File: config.mk
export PLATFORM = sky130hd
export DESIGN_NAME = can_destuff_crc_flat
export DESIGN_NICKNAME = d
export VERILOG_FILES = /design/src/rtl/can_destuff_crc_if.sv /design/src/rtl/can_destuff_crc.sv /design/src/flat_wrapper.sv
export SDC_FILE = /design/constraint.sdc
export NUM_CORES = 1
export LEC_CHECK = 0
export CAP_MARGIN = 25
export CORE_MARGIN = 5
export CORE_UTILIZATION = 25
export DETAILED_ROUTE_END_ITERATION = 7
export GPL_ROUTABILITY_DRIVEN = 0
export SYNTH_ARGS = -nofsm -noshare
export SYNTH_HDL_FRONTEND = slang
export SYNTH_SLANG_ARGS = --single-unit
File: constraint.sdc
create_clock -name clk -period 1.7 [get_ports clk]
set_input_delay 0.17 -clock clk [delete_from_list [all_inputs] [get_ports clk]]
set_output_delay 0.17 -clock clk [all_outputs]
set_load 0.005 [all_outputs]
File: src/rtl/can_destuff_crc_if.sv
// Bus-side bundle for the CAN destuffer/CRC block: bit-timing and capture-stage
// controls in, accepted-bit stream and CRC status out.
interface can_destuff_crc_if #(
  parameter int CNT_W = 8
);
  logic             sample_valid;
  logic             rx_bit;
  logic             stuffing;
  logic             run_crc;
  logic             clear;
  logic             bit_en;
  logic             bit_out;
  logic             stuff_err;
  logic             crc_valid;
  logic             crc_ok;
  logic [14:0]      crc;
  logic [CNT_W-1:0] bit_cnt;

  modport master (
    output sample_valid, rx_bit, stuffing, run_crc, clear,
    input  bit_en, bit_out, stuff_err, crc_valid, crc_ok, crc, bit_cnt
  );

  modport slave (
    input  sample_valid, rx_bit, stuffing, run_crc, clear,
    output bit_en, bit_out, stuff_err, crc_valid, crc_ok, crc, bit_cnt
  );
endinterface

File: src/rtl/can_destuff_crc.sv
// CAN receive path: removes stuff bits, flags stuff-rule violations, counts
// accepted bits and runs the CRC-15 check over the accepted stream.
module can_destuff_crc #(
  parameter logic [14:0] CRC_POLY = 15'h4599,
  parameter int          CNT_W    = 8
) (
  input  logic               clk,
  input  logic               rst,
  can_destuff_crc_if.slave   bus
);

  logic             last_bit_q;
  logic [2:0]       run_len_q;
  logic             fresh_q;
  logic [14:0]      crc_q;
  logic [CNT_W-1:0] bit_cnt_q;
  logic             stuff_err_q;
  logic             run_crc_d_q;
  logic             crc_ok_q;
  logic             crc_valid_q;
  logic             bit_en_q;
  logic             bit_out_q;

  logic        sample;
  logic        at_limit;
  logic        same;
  logic        accept;
  logic        violation;
  logic        crc_en;
  logic        check;
  logic        fb;
  logic [2:0]  run_len_d;
  logic [14:0] crc_shift;
  logic [14:0] crc_d;

  // A latched stuff error blocks every further sample until clear/reset.
  always_comb begin
    sample    = bus.sample_valid && !stuff_err_q;
    same      = (bus.rx_bit == last_bit_q);
    at_limit  = bus.stuffing && (run_len_q == 3'd5);
    accept    = sample && !at_limit;
    violation = sample && at_limit && same;
    // The idle recessive level must not count toward the first run of a frame.
    if (fresh_q || !same) begin
      run_len_d = 3'd1;
    end else if (run_len_q == 3'd5) begin
      run_len_d = 3'd5;
    end else begin
      run_len_d = run_len_q + 3'd1;
    end
    // The falling-edge cycle still feeds its own bit before the check.
    crc_en = accept && (bus.run_crc || run_crc_d_q);
    check  = run_crc_d_q && !bus.run_crc;
    fb     = bus.rx_bit ^ crc_q[14];
    crc_d  = crc_en ? crc_shift : crc_q;
  end

  genvar gi;
  generate
    for (gi = 0; gi < 15; gi++) begin : g_crc
      if (gi == 0) begin : g_lsb
        assign crc_shift[gi] = fb & CRC_POLY[gi];
      end else begin : g_upper
        assign crc_shift[gi] = crc_q[gi-1] ^ (fb & CRC_POLY[gi]);
      end
    end
  endgenerate

  always_ff @(posedge clk or negedge rst) begin
    if (!rst) begin
      last_bit_q  <= 1'b1;
      run_len_q   <= 3'd1;
      fresh_q     <= 1'b1;
      crc_q       <= '0;
      bit_cnt_q   <= '0;
      stuff_err_q <= 1'b0;
      run_crc_d_q <= 1'b0;
      crc_ok_q    <= 1'b0;
      crc_valid_q <= 1'b0;
      bit_en_q    <= 1'b0;
      bit_out_q   <= 1'b1;
    end else begin
      run_crc_d_q <= bus.run_crc;
      if (bus.clear) begin
        last_bit_q  <= 1'b1;
        run_len_q   <= 3'd1;
        fresh_q     <= 1'b1;
        crc_q       <= '0;
        bit_cnt_q   <= '0;
        stuff_err_q <= 1'b0;
        crc_ok_q    <= 1'b0;
        crc_valid_q <= 1'b0;
        bit_en_q    <= 1'b0;
      end else begin
        bit_en_q    <= accept;
        crc_valid_q <= check;
        crc_q       <= crc_d;
        if (accept) begin
          bit_out_q <= bus.rx_bit;
        end
        if (check) begin
          crc_ok_q <= (crc_d == 15'd0);
        end
        if (sample) begin
          last_bit_q <= bus.rx_bit;
          run_len_q  <= run_len_d;
          fresh_q    <= 1'b0;
        end
        if (violation) begin
          stuff_err_q <= 1'b1;
        end
        if (accept && (bit_cnt_q != '1)) begin
          bit_cnt_q <= bit_cnt_q + {{(CNT_W-1){1'b0}}, 1'b1};
        end
      end
    end
  end

  assign bus.bit_en    = bit_en_q;
  assign bus.bit_out   = bit_out_q;
  assign bus.stuff_err = stuff_err_q;
  assign bus.crc_valid = crc_valid_q;
  assign bus.crc_ok    = crc_ok_q;
  assign bus.crc       = crc_q;
  assign bus.bit_cnt   = bit_cnt_q;

endmodule

File: src/flat_wrapper.sv
// flat-port wrapper written by rule: the top's interface ports become plain ports
module can_destuff_crc_flat 
#(
  parameter logic [14:0] CRC_POLY = 15'h4599,
  parameter int          CNT_W    = 8
)
  (clk, rst, bus_sample_valid, bus_rx_bit, bus_stuffing, bus_run_crc, bus_clear, bus_bit_en, bus_bit_out, bus_stuff_err, bus_crc_valid, bus_crc_ok, bus_crc, bus_bit_cnt);
  can_destuff_crc_if #(.CNT_W(CNT_W)) bus_i ();
  input  logic clk;
  input  logic rst;
  input wire logic [$bits(bus_i.sample_valid)-1:0] bus_sample_valid;
  input wire logic [$bits(bus_i.rx_bit)-1:0] bus_rx_bit;
  input wire logic [$bits(bus_i.stuffing)-1:0] bus_stuffing;
  input wire logic [$bits(bus_i.run_crc)-1:0] bus_run_crc;
  input wire logic [$bits(bus_i.clear)-1:0] bus_clear;
  output wire logic [$bits(bus_i.bit_en)-1:0] bus_bit_en;
  output wire logic [$bits(bus_i.bit_out)-1:0] bus_bit_out;
  output wire logic [$bits(bus_i.stuff_err)-1:0] bus_stuff_err;
  output wire logic [$bits(bus_i.crc_valid)-1:0] bus_crc_valid;
  output wire logic [$bits(bus_i.crc_ok)-1:0] bus_crc_ok;
  output wire logic [$bits(bus_i.crc)-1:0] bus_crc;
  output wire logic [$bits(bus_i.bit_cnt)-1:0] bus_bit_cnt;
  assign bus_i.sample_valid = bus_sample_valid;
  assign bus_i.rx_bit = bus_rx_bit;
  assign bus_i.stuffing = bus_stuffing;
  assign bus_i.run_crc = bus_run_crc;
  assign bus_i.clear = bus_clear;
  assign bus_bit_en = bus_i.bit_en;
  assign bus_bit_out = bus_i.bit_out;
  assign bus_stuff_err = bus_i.stuff_err;
  assign bus_crc_valid = bus_i.crc_valid;
  assign bus_crc_ok = bus_i.crc_ok;
  assign bus_crc = bus_i.crc;
  assign bus_bit_cnt = bus_i.bit_cnt;
  can_destuff_crc #(.CRC_POLY(CRC_POLY), .CNT_W(CNT_W)) u_core (.clk(clk), .rst(rst), .bus(bus_i));
endmodule
==> flow_summary.json, run 1 <==
{
  "drv_slew": 0,
  "grt_usage_pct": 10.4,
  "wl_um": 4000,
  "path_max_fanout": 6,
  "first_pass_iters": 4,
  "area_growth_syn_to_layout_pct": 36.9,
  "max_slew_margin_pct": 70.4,
  "synth_seq_cells": 34,
  "rows": 29,
  "ant_nets": 0,
  "cp-start-kind": "flip-flop",
  "antenna_cells": 0,
  "crit_chain": "nand4b_2 > o211a_4 > o31ai_1 > a41o_1",
  "endpoint": "u_core.bus.crc_ok$_DFFE_PN0P_",
  "wl_per_cell_um": 13.7,
  "reg2reg_slack_ps": 110,
  "critPathSlowestCell": "dfstp_2",
  "netlist_area_mm2": 0.00164,
  "grt_pass1_vias": 1414,
  "syn_inst": 169,
  "yosysTopAreaCellShare_pct": 45.7,
  "clk_pin_slew_ps": 60,
  "cp_num_buf_inv": 0,
  "holdCritPathClass": "primary input to async pin",
  "fmax_mhz": 631,
  "setup_tns_ps": 0,
  "ff2ff_path_depth": 4,
  "hold_viol": 0,
  "chipWidth_um": 91.0,
  "status": "finished, final reports clean",
  "crit_arrival_ps": 1810,
  "die_height_um": 91.0,
  "hold_buffers": 0,
  "peakVddDrop_mv": 0.372,
  "period_share_pct": 93.3,
  "htreeDepth": 2,
  "avgViaCountPerCell": 4.67,
  "place_area_mm2": 0.00216,
  "cts-buffers-inserted": 5,
  "grt_pass1_wl_um": 7040,
  "final_area_mm2": 0.00225,
  "maxCapViolations": 0,
  "critPathKind": "flip-flop to flip-flop",
  "root_buffer": "clkbuf_8",
  "portBuffers": 34,
  "grt_start_max_net_pins": 35,
  "finClkSkew_ps": 3.61,
  "regToRegStartpoint": "u_core.run_len_q[0]$_DFFE_PN1P_",
  "final_nets": 224,
  "tightest_slew_ps": 443,
  "setup_viol_count_final": 0,
  "layout-drive-gt1-share_pct": 14.4,
  "layout_min_cycle_time_ps": 1590,
  "critical_path_required_ps": 1920,
  "max_stage_delay_ps": 580,
  "cts.sinks": 34,
  "cp_top_family": "compound AO/OA/AOI/OAI gates",
  "ios": 35,
  "first_iter_violations": 83,
  "coreArea_mm2": 0.00639,
  "yosysSeqAreaShare_pct": 52.1,
  "yosys_warnings": 0,
  "dieArea_mm2": 0.00829,
  "synth_cell_types": 35,
  "grt-ovfl-total": 0,
  "crit_path_start": "u_core.run_len_q[0]$_DFFE_PN1P_",
  "synth_nets": 177,
  "ys_top_cells_by_area": "dfrtp_1 (46%), nand2_1 (6.9%), dfstp_2 (6.4%)",
  "cts_tree": "yes",
  "drc_errors": 0,
  "synth_area_per_cell_um2": 9.71,
  "insertion_delay_ps": 280,
  "endpoint_kind": "flip-flop",
  "vias": 1367,
  "antenna_found_initial": 0,
  "crit_cells": 4,
  "cts_buffer_depth": 2,
  "start_util_pct": 25.7,
  "p_per_area_mw_per_mm2": 778,
  "yosysTopAreaCell": "dfrtp_1",
  "leakagePower_nw": 0.908,
  "timing.rr.end": "u_core.bus.crc_ok$_DFFE_PN0P_",
  "hpwlAfterDp_um": 2820,
  "rsz0062_at_grt": "no"
}
-- worst reg2reg max path: stages (launching register included) --
cell      delay, ps
dfstp_2         580
nand4b_2        250
o211a_4         250
o31ai_1         230
a41o_1          200
-- logic make-up after synthesis --
logic type / synth area share [%]
XOR/XNOR: 7.93
multiplexers: 1.30
buffers and inverters: 3.05
flip-flops: 52.1
adder cells (fa/ha/maj): 0.762
AO/OA/AOI/OAI: 14.6
AND/OR/NAND/NOR: 20.2
-- synth_stat cells, drive strengths merged --
| cell | count |
|---|---|
| o211a | 1 |
| ha | 1 |
| buf | 4 |
| a21oi | 20 |
| dfstp | 4 |
| o41ai | 3 |
| nand4 | 2 |
| nor2 | 16 |
| o21bai | 1 |
| o21ai | 4 |
| xor2 | 1 |
| mux2 | 1 |
| nand3 | 5 |
| or3 | 3 |
| nor2b | 4 |
| inv | 5 |
| nand3b | 2 |
| a41o | 1 |
| a211oi | 1 |
| clkbuf | 3 |
| o31ai | 1 |
| nand2 | 30 |
| or4 | 1 |
| a211o | 1 |
| dfrtp | 30 |
| nor3 | 4 |
| o211ai | 2 |
| mux2i | 1 |
| nand4b | 1 |
| xnor2 | 13 |
| nor3b | 1 |
| nor4 | 2 |
-- timing repair --
| item | CTS | global route |
|---|---|---|
| hold endpoints to repair | 0 | 0 |
| buffers inserted | 0 | 0 |
| setup endpoints to repair | 0 | 1 |
| resized for setup | 0 | 2 |
-- layer usage --
layer | part of all wire [%] | vias to the layer above | GRT usage, %
li1 | - | 670 | -
met1 | 50 | 656 | 14.2
met2 | 43 | 34 | 15.4
met3 | 5.5 | 7 | 3.55
met4 | 1.6 | 0 | 3.67
met5 | 0 | - | 0
-- per-stage QoR --
stage               utilization, %  power (mW)  instances  setup WS [ps]  hold slack (ps)
floorplan                        -        1.04        169            192             -126
global placement              33.8        1.21        286           74.9              463
detailed placement            33.8        1.21        286           51.3              476
CTS                           35.0        1.76        293            111              322
global route                  35.2        1.84        293           24.7              356
finish                        35.2        1.75        293            115              305
-- cells in the final DEF, fill, tap and decap left out, types with 5 or more instances in the layout --
cell type        count
clkdlybuf4s50_1     34
nand2_1             30
dfrtp_1             30
a21oi_1             20
nor2_1              16
xnor2_1             12
buf_4               12
nand3_1              5
inv_1                5
clkbuf_8             5
-- power by group --
part           switching (mW)  leakage, nW  internal, mW
Combinational           0.140        0.419         0.163
Sequential             0.0398        0.451         0.852
Clock                   0.271       0.0383         0.282
Total                   0.451        0.908          1.30
-- registers in the layout, summed over array words and instances (netlist names) --
name and flops:
u_core.bus.crc_ok 1, u_core.bus.bit_en 1, u_core.run_len_q 3, u_core.bus.bit_cnt 8, u_core.bus.crc 15, u_core.fresh_q 1, u_core.bus.bit_out 1, u_core.bus.stuff_err 1
u_core.bus.crc_valid 1, u_core.last_bit_q 1, u_core.run_crc_d_q 1
-- area by class of cell --
| type | instances | area, um2 |
|---|---|---|
| Sequential cell | 34 | 856 |
| Fill cell | 654 | 4140 |
| Tap cell | 77 | 96.3 |
| Timing Repair Buffer | 47 | 450 |
| Clock buffer | 7 | 76.3 |
| Multi-Input combinational cell | 123 | 749 |
| Inverter | 5 | 18.8 |
-- worst min path at each step --
stage                               start                                end  depth (start not counted)
4_1_cts                               rst  u_core.bus.bit_cnt[4]$_DFFE_PN0P_                          2
3_3_place_gp   u_core.fresh_q$_DFFE_PN1P_         u_core.fresh_q$_DFFE_PN1P_                          2
5_1_grt                               rst  u_core.bus.bit_cnt[4]$_DFFE_PN0P_                          2
6_report                              rst  u_core.bus.bit_cnt[0]$_DFFE_PN0P_                          2
2_1_floorplan                         rst  u_core.bus.bit_cnt[0]$_DFFE_PN0P_                          0
3_5_place_dp   u_core.fresh_q$_DFFE_PN1P_         u_core.fresh_q$_DFFE_PN1P_                          2
No activity file was read; power rests on OpenSTA's default activity.
==> run 2: changes to the inputs <==
- CORE_UTILIZATION: 25 -> 50
- PLACE_DENSITY: not set -> 0.79
==> run 2 against run 1 <==
Compared with the run above:
- clock-buffer cell count did not move
- flip-flop and latch count did not move
- final area fell by 4.7%
- worst setup slack got worse by 1.7 ps
- clock power fell by 18%
- non-clock buffer count fell by 3
- critical endpoint unchanged
- largest power group unchanged
==> flow_summary.json, run 2 (synthesis gave the netlist of run 1 again) <==
{
  "hold_viol": 0,
  "avgViaCountPerCell": 5.34,
  "cp_top_family": "simple AND/OR/NAND/NOR gates",
  "cts.sinks": 34,
  "max_slew_margin_pct": 70.8,
  "setup_tns_ps": 0,
  "clk_pin_slew_ps": 100,
  "layout_min_cycle_time_ps": 1590,
  "status": "finished, final reports clean",
  "ff2ff_path_depth": 3,
  "endpoint_kind": "flip-flop",
  "critical_path_required_ps": 1970,
  "timing.rr.end": "u_core.bus.crc_ok$_DFFE_PN0P_",
  "final_area_mm2": 0.00214,
  "ant_nets": 0,
  "reg2reg_slack_ps": 110,
  "fin_ws_ps": 113,
  "p_per_area_mw_per_mm2": 761,
  "antenna_found_initial": 0,
  "max_stage_delay_ps": 530,
  "area_growth_syn_to_layout_pct": 30.4,
  "place_area_mm2": 0.00208,
  "leakagePower_nw": 0.890,
  "first_pass_iters": 4,
  "dieArea_mm2": 0.00453,
  "finClkSkew_ps": 5.41,
  "drv_slew": 0,
  "crit_chain": "or4_1 > nor4_1 > a41o_1",
  "layout-drive-gt1-share_pct": 13.1,
  "dp_slack_ps": 10.3,
  "insertion_delay_ps": 320,
  "cp_num_buf_inv": 0,
  "wl_um": 3560,
  "hold_buffers": 0,
  "die_height_um": 67.3,
  "period_share_pct": 93.4,
  "path_max_fanout": 4,
  "root_buffer": "clkbuf_4",
  "cp-start-kind": "flip-flop",
  "tightest_slew_ps": 434,
  "grt_usage_pct": 18.7,
  "final_nets": 221,
  "setup_viol_count_final": 0,
  "final_util_pct": 69.0,
  "start_util_pct": 52.9,
  "cts_tree": "yes",
  "vias": 1378,
  "crit_arrival_ps": 1850,
  "cts-buffers-inserted": 5,
  "largest_register_ffs": 15,
  "critPathSlowestCell": "or4_1",
  "critPathKind": "flip-flop to flip-flop",
  "drc_errors": 0,
  "grt_start_max_net_pins": 35,
  "layout_commonest_cell": "clkdlybuf4s50_1",
  "antenna_cells": 0,
  "chipWidth_um": 67.3,
  "htreeDepth": 2,
  "holdCritPathClass": "primary input to async pin",
  "fmax_mhz": 630,
  "cts_buffer_depth": 2,
  "portBuffers": 34,
  "rsz0062_at_grt": "yes",
  "first_iter_violations": 95,
  "hold_ws_ps": 236,
  "grt-ovfl-total": 0,
  "peakVddDrop_mv": 0.386,
  "regToRegStartpoint": "u_core.bus.crc[12]$_DFF_PN0_",
  "wl_per_cell_um": 13.8,
  "fillers": 264,
  "most-common-layout-cells": "clkdlybuf4s50_1 (34), nand2_1 (30), dfrtp_1 (30)",
  "grt_pass1_wl_um": 6360,
  "hpwlAfterDp_um": 2620,
  "grt_pass1_vias": 1454,
  "ios": 35,
  "maxCapViolations": 0,
  "coreArea_mm2": 0.00310,
  "rows": 20
}
## run 2: per-stage QoR
step	power (mW)	instances
floorplan	1.04	169
global placement	1.18	250
detailed placement	1.19	250
CTS	1.65	258
global route	1.73	258
finish	1.63	258
## run 2: final cells by class
cell class / instances / area [um2] / share of cell area, %
Timing Repair Buffer: 44 / 415 / 19.4
Tap cell: 44 / 55.1 / 2.57
Clock buffer: 7 / 55.1 / 2.57
Multi-Input combinational cell: 123 / 736 / 34.4
Clock inverter: 1 / 5.00 / 0.234
Sequential cell: 34 / 856 / 40.0
Inverter: 5 / 18.8 / 0.877
## run 2: power by group
group	switching (mW)	internal, mW	leakage, nW
combinational	0.135	0.151	0.403
clock	0.253	0.200	0.0353
sequential	0.0394	0.850	0.451
total	0.427	1.20	0.890
## run 2: metal layers
layer  GRT usage, %  vias up  part of all wire [%]
li1               -      665                     -
met1           22.4      667                    45
met2           31.7       38                    48
met3           4.83        8                   4.8
met4           8.35        0                   2.3
met5              0        -                     0
## run 2: how the worst max path moves through the flow
| stage | cells after the start | to | start |
|---|---|---|---|
| 6_report | 3 | u_core.bus.crc_ok$_DFFE_PN0P_ | u_core.bus.crc[12]$_DFF_PN0_ |
| 5_1_grt | 5 | u_core.bus.crc_ok$_DFFE_PN0P_ | u_core.run_len_q[0]$_DFFE_PN1P_ |
| 4_1_cts | 5 | u_core.bus.crc_ok$_DFFE_PN0P_ | u_core.run_len_q[0]$_DFFE_PN1P_ |
| 3_5_place_dp | 7 | u_core.bus.crc[10]$_DFF_PN0_ | bus_sample_valid |
| 3_3_place_gp | 7 | u_core.bus.crc[10]$_DFF_PN0_ | bus_sample_valid |
| 2_1_floorplan | 6 | u_core.bus.crc_ok$_DFFE_PN0P_ | u_core.run_len_q[0]$_DFFE_PN1P_ |
## run 2: what timing repair did
action / 4_1_cts / 5_1_grt
resized for setup: 0 / 0
setup buffers: 0 / 0
setup endpoints to repair: 0 / 1
